`src/rtl/alu_seq_driver_pkg.sv`:
```
// ---------------------------------------------------------------------------
// alu_seq_driver_pkg : shared ALU defaults, driver FSM encodings, counter width
// Revision 1.0
// ---------------------------------------------------------------------------
`default_nettype none

package alu_seq_driver_pkg;

  localparam int C_ALU_ANCHO_DEFAULT = 4;
  localparam int C_OP_COUNT_W        = 8;

  localparam logic [1:0] ST_IDLE  = 2'b00;
  localparam logic [1:0] ST_DRIVE = 2'b01;
  localparam logic [1:0] ST_RESP  = 2'b10;

endpackage

`default_nettype wire

```
`src/rtl/alu_seq_driver.sv`:
```
// ---------------------------------------------------------------------------
// alu_seq_driver : sequences one command through an external combinational
//                  ALU unit and holds the captured result for a consumer
// Revision 1.0
// ---------------------------------------------------------------------------
`default_nettype none

module alu_seq_driver
  import alu_seq_driver_pkg::*;
#(
  parameter int ancho = C_ALU_ANCHO_DEFAULT
) (
  input  logic                    clk,
  input  logic                    rst_n,
  input  logic                    cmd_valid,
  output logic                    cmd_ready,
  input  logic [ancho-1:0]        cmd_a,
  input  logic [ancho-1:0]        cmd_b,
  input  logic                    cmd_sel,
  output logic [ancho-1:0]        alu_a,
  output logic [ancho-1:0]        alu_b,
  output logic                    alu_flag,
  input  logic [ancho-1:0]        alu_result,
  output logic                    rsp_valid,
  input  logic                    rsp_ready,
  output logic [ancho-1:0]        rsp_data,
  output logic                    rsp_zero,
  output logic [C_OP_COUNT_W-1:0] op_count
);

  logic [1:0]              r_state;
  logic [ancho-1:0]        r_alu_a;
  logic [ancho-1:0]        r_alu_b;
  logic                    r_alu_flag;
  logic [ancho-1:0]        r_rsp_data;
  logic                    r_rsp_zero;
  logic [C_OP_COUNT_W-1:0] r_op_count;

  // Handshake outputs decode state only, so reset forces them immediately.
  assign cmd_ready = (r_state == ST_IDLE);
  assign rsp_valid = (r_state == ST_RESP);
  assign alu_a     = r_alu_a;
  assign alu_b     = r_alu_b;
  assign alu_flag  = r_alu_flag;
  assign rsp_data  = r_rsp_data;
  assign rsp_zero  = r_rsp_zero;
  assign op_count  = r_op_count;

  always_ff @(posedge clk or negedge rst_n) begin
    if (!rst_n) begin
      r_state    <= ST_IDLE;
      r_alu_a    <= '0;
      r_alu_b    <= '0;
      r_alu_flag <= 1'b0;
      r_rsp_data <= '0;
      r_rsp_zero <= 1'b1;
      r_op_count <= '0;
    end else begin
      case (r_state)
        ST_IDLE: begin
          if (cmd_valid) begin
            r_state    <= ST_DRIVE;
            r_alu_a    <= cmd_a;
            r_alu_b    <= cmd_b;
            r_alu_flag <= cmd_sel;
          end
        end
        // The ALU has had a full cycle to settle on the registered operands.
        ST_DRIVE: begin
          r_state    <= ST_RESP;
          r_rsp_data <= alu_result;
          r_rsp_zero <= (alu_result == '0);
        end
        ST_RESP: begin
          if (rsp_ready) begin
            r_state    <= ST_IDLE;
            r_op_count <= r_op_count + C_OP_COUNT_W'(1);
          end
        end
        default: r_state <= ST_IDLE;
      endcase
    end
  end

endmodule

`default_nettype wire
```
`config.mk`:
```
export PLATFORM = sky130hd
export DESIGN_NAME = alu_seq_driver
export DESIGN_NICKNAME = d
export VERILOG_FILES = /design/src/rtl/alu_seq_driver_pkg.sv /design/src/rtl/alu_seq_driver.sv
export SDC_FILE = /design/constraint.sdc
export NUM_CORES = 1
export LEC_CHECK = 0
export CAP_MARGIN = 20
export CORE_MARGIN = 1
export CORE_UTILIZATION = 41
export DETAILED_ROUTE_END_ITERATION = 12
export PLACE_DENSITY = 0.77
export SLEW_MARGIN = 20
export SYNTH_ARGS = -nofsm -noshare
export SYNTH_HDL_FRONTEND = slang
export SYNTH_SLANG_ARGS = --single-unit
export TNS_END_PERCENT = 100
```
`constraint.sdc`:
```
create_clock -name clk -period 1.5 [get_ports clk]
set_clock_uncertainty 0.05 [all_clocks]
set_input_delay 0.3 -clock clk [delete_from_list [all_inputs] [get_ports clk]]
set_output_delay 0.3 -clock clk [all_outputs]
set_load 0.005 [all_outputs]
```
# Word-level counts from Yosys, hierarchy flattened

Index checks and enable logic that the tools add are counted.

Register bits: 24
Output and inout port bits: 24
Bits of input ports: 17

$add $sub $neg: 1
Reductions and logical operators: 5
Mux-type cells: 3
Equal/unequal tests: 4

Operators by type and width:

| cell                | number |
|---|---|
| $add 8x1->8 const B | 1 |
| $pmux 2 s3          | 1 |
| $reduce_and 2->1    | 3 |
| $logic_not 4->1     | 1 |
| $mux 2              | 2 |
| $eq 2x1->1 const B  | 1 |
| $eq 2x2->1 const B  | 1 |
| $logic_not 2->1     | 1 |
| $ne 2x1->1 const B  | 1 |
| $ne 2x2->1 const B  | 1 |

# Logic depth before layout (Yosys ltp)

Depth in word-level cells: 3
Mapped depth: 4
Depth with buffers taken out: 4

# Worst setup path before layout

OpenSTA, ideal clock, no wires.

Kind: register -> register
From: reg r_state[1]
To: reg r_alu_a[0], in the netlist alu_a[0]
Path buffers: 1
Stages on the path, launching flop included: 5
Library setup time: 0.125 ns
Clock period less this slack: 1.286 ns
Path slack: 0.214 ns
Arrival time: 1.111 ns
Path through: dfrtp_1 nor2_2 and2_4 buf_6 mux2_2

Longest elaborated chain between the ends: 2

RTL lines:

| item                       | RTL line             | source |
|---|---|---|
| from (decl)                | alu_seq_driver.sv:31 | `logic [1:0] r_state;` |
| from (signal assigned)     | alu_seq_driver.sv:51 | `r_state <= ST_IDLE;` |
| from (signal assigned)     | alu_seq_driver.sv:62 | `r_state <= ST_DRIVE;` |
| from (signal assigned)     | alu_seq_driver.sv:70 | `r_state <= ST_RESP;` |
| $logic_not 2->1            | --                   |  |
| via cmd_ready              | alu_seq_driver.sv:16 | `output logic cmd_ready,` |
| $reduce_and 2->1 (no line) | --                   |  |
| to (signal assigned)       | alu_seq_driver.sv:63 | `r_alu_a <= cmd_a;` |
| to (decl)                  | alu_seq_driver.sv:32 | `logic [ancho-1:0] r_alu_a;` |

The timed path passes the listed nets, and every way through them passes these cells.
A chain may end at the register's enable or synchronous reset.

# Worst setup path in the final report

From: reg r_state[1]
To: out rsp_valid

Longest elaborated chain between the ends: 1

RTL lines:

| item       | RTL line             | source |
|---|---|---|
| $eq 2x2->1 | alu_seq_driver.sv:41 | `assign rsp_valid = (r_state == ST_RESP);` |
| to (decl)  | alu_seq_driver.sv:24 | `output logic rsp_valid,` |

No other way between the ends.

==> impl_results.md <==
* Area of the multi-input gates at about 370 um^2
* Async S/R FF share, synth at between 90% and 100%
* 1st-iter DRT viols at 0
* Yosys Warn Count at 0
* Floorplan row count at 17
* Insertion delay to the later sink of the worst-skew pair at between 0.3 and 0.4 ns
* Most frequent cells in the layout: 22 x dfrtp_1, 22 x dlygate4sd2_1, 16 x clkdlybuf4s50_1, 14 x mux2_2, 13 x buf_4
* HP Class: input pin to async pin
* Final instance area at between 1500 and 2000 um^2
* Initial Utilization at between 40% and 50%
* Antenna viol nets, final at 0
* Leading area contributor after synthesis: dfrtp_1
* Total GRT Usage at 17.7%
* Metal2 WL at 969 um
* Vias in the first global route at around 750
* Max Root-Sink Buffers at 2
* Wire per inst at roughly 13 um
* CP Capture Type: output port
* CP delay by family, top: flip-flops
* Fillers at around 190
* DRT Wirelength at 1.98 mm
* CTS tree: yes
* CP arrival at about 1.1 ns
* Fraction of layout cells with a size suffix above 1 at roughly a third
* Cells after Synth at 68
* Top-area cell type share of the netlist area at about three fifths
* Worst-Margin Slew at between 0.2 and 0.3 ns
* Diodes inserted at 0
* Critical Path RT at around 1.2 ns
* Cts hold-fix bufs at 0
* Max Used Layer: met4
* WP buf/inv at 2
* Core Region at roughly 2200 um^2
* Post-synthesis cell type count at 23
* DIE HEIGHT at between 50 and 60 um
* CP peak stage delay at a little over 0.4 ns
* Cell Chain, Critical Path: or2b_1, inv_1, buf_2
* Crit path kind: flip-flop to output port
* DRT Pass-1 Iters at 1
* First-pass GRT wire length at about 3.3 mm
* Via count at between 700 and 800
* Area contributors post-synth: dfrtp_1 60%, mux2_2 16%, xor2_1 3.6%, dfstp_2 2.7%, xnor2_1 2.7%
* Syn Std Cell Area at about 970 um^2
* Register area at around 600 um^2
* Finish-stage setup viols at 0
* LEAKAGE at about 0.74 nW
* Final hold viol count at 0
* Sinks on Clock Net at 24
* Initial antenna violation count at 0
* Placed Instances at around 140
* Status: complete, no violations
* Critical Path Start Type: flip-flop
* FF+latch count, synth at 24
* Pwr dens at about 1700 nW/um^2
* Wire length on met3 at around 140 um
* Final HPWL DP at 1.40 mm
* Register area share after synthesis at between 60 and 70%
* Die area at about 2600 um^2
* Slew Limit Fails at 0
* Gr ovfl total at 0
* Die Wd at between 50 and 60 um
* RSZ-0062 raised after global routing: yes
* Achievable frequency at just under 700 MHz
* Fin Setup TNS at 0 ns
* Final nets at roughly 140
* Vias per cell at between 4 and 5
* CTS HTree Levels at 1
* Num ports at between 40 and 50
* VDD IR max at ~0.0012 V
* Total Power at roughly 0.0026 W
* Final period util at a little over nine tenths
* Slowest CP cell: dfrtp_1
* Min Tclk post-route at roughly 1.5 ns
* Remaining DRCs at 0
* CP Max Fanout at 3
* CTS root buffer: clkbuf_4
* EDFF count, synth at 0
* R2r worst-path depth at 4
* Worst R2R End: op_count[1]
* Syn avg cell area at between 10 and 15 um^2
* Total CTS buffers at 3
* Synth Flop Type: dfrtp_1
* Worst r2r src: r_state[1]
* FF-to-FF setup slack at about 0.05 ns
* Final Wtd Congestion at 0.729
* Area grow syn2layout at 58.3%
* Final Instance Count excl. Fillers at 153
* Placed inst area at 1420 um^2
* CTS clock-pin slew for the worst setup and hold paths at 0.12 ns
* Pin count of the biggest net entering global routing at 25
* Slew headroom at about four fifths
* Syn_nets at between 80 and 90
* Met1 WL at 849 um
* Port bufs at 40
* Max cap viols at 0
[synthesized netlist by cell type, types with 2 or more instances]
cell type / number
dfrtp_1: 23
mux2_2: 14
xor2_1: 4
nand3_1: 3
xnor2_1: 3
nand2_1: 2
nor3_1: 2
o21ai_0: 2
[flip-flops by register name, summed over array words and instances, names as in the netlist]
signal    flops
alu_b         4
alu_flag      1
rsp_data      4
rsp_zero      1
alu_a         4
r_state       2
op_count      8
[per-layer routing]
layer | up-vias | global-route usage, %
met1 | 339 | 21.1
met5 | - | 0
li1 | 346 | -
met4 | 0 | 5.56
met3 | 2 | 6.36
met2 | 28 | 29.6
[final cells by class]
type,count,area share [%]
timing repair buffer,55,31.5
inverter,1,0.245
sequential,24,39.4
tap,28,2.29
multi-input combinational,41,24.2
clock buffer,4,2.37
[per-stage QoR]
| step | setup WS (ns) | hold slack (ns) | utilization [%] |
|---|---|---|---|
| final | 0.0443 | 0.273 | 69.2 |
| after global routing | -0.0341 | 0.274 | 69.2 |
| after CTS | -0.00396 | 0.277 | 67.6 |
| after detailed placement | -0.0732 | 0.416 | 64.0 |
| after global placement | -0.0170 | 0.420 | 64.0 |
| after floorplan | 0.214 | -0.0456 | - |
[power by group]
group / internal [W] / switching (W)
clock: 0.000148 / 0.000180
combinational: 0.000754 / 0.000453
sequential: 0.000919 / 0.000129
[worst max path at each step]
stage	startpoint	cells past startpoint	endpoint	slack (ns)
final	r_state[1]	3	rsp_valid	0.04
after global routing	r_state[1]	3	rsp_valid	-0.03
after CTS	r_state[1]	3	rsp_valid	-0.004
after detailed placement	alu_result[1]	3	rsp_zero	-0.07
after global placement	r_state[0]	3	rsp_valid	-0.02
after floorplan	r_state[1]	4	alu_a[0]	0.21
[worst reg2reg max path, delay by kind of cell (launching register included)]
family | cells | cell delay [ns]
flip-flops | 1 | 0.43
buffers and inverters | 2 | 0.26
multiplexers | 1 | 0.38
AND/OR/NAND/NOR | 1 | 0.22
[cells by family (layout without fill, tap and decap cells)]
group	Yosys count	count (layout)	synth area share [%]
compound gates	2	2	1.03
xor+xnor	7	7	6.34
fa+ha+maj	1	1	1.29
buf+inv	3	60	2.07
flops	24	24	62.2
mux	14	14	16.3
simple gates	17	17	10.7
[what timing repair did]
action | CTS | global route
pin swaps | 0 | 5
endpoints found under the setup margin | 24 | 8
endpoints found under the hold margin | 0 | 0
setup buffers | 10 | 1
gates resized for setup | 32 | 6
Power figures use the tool's default switching activity.
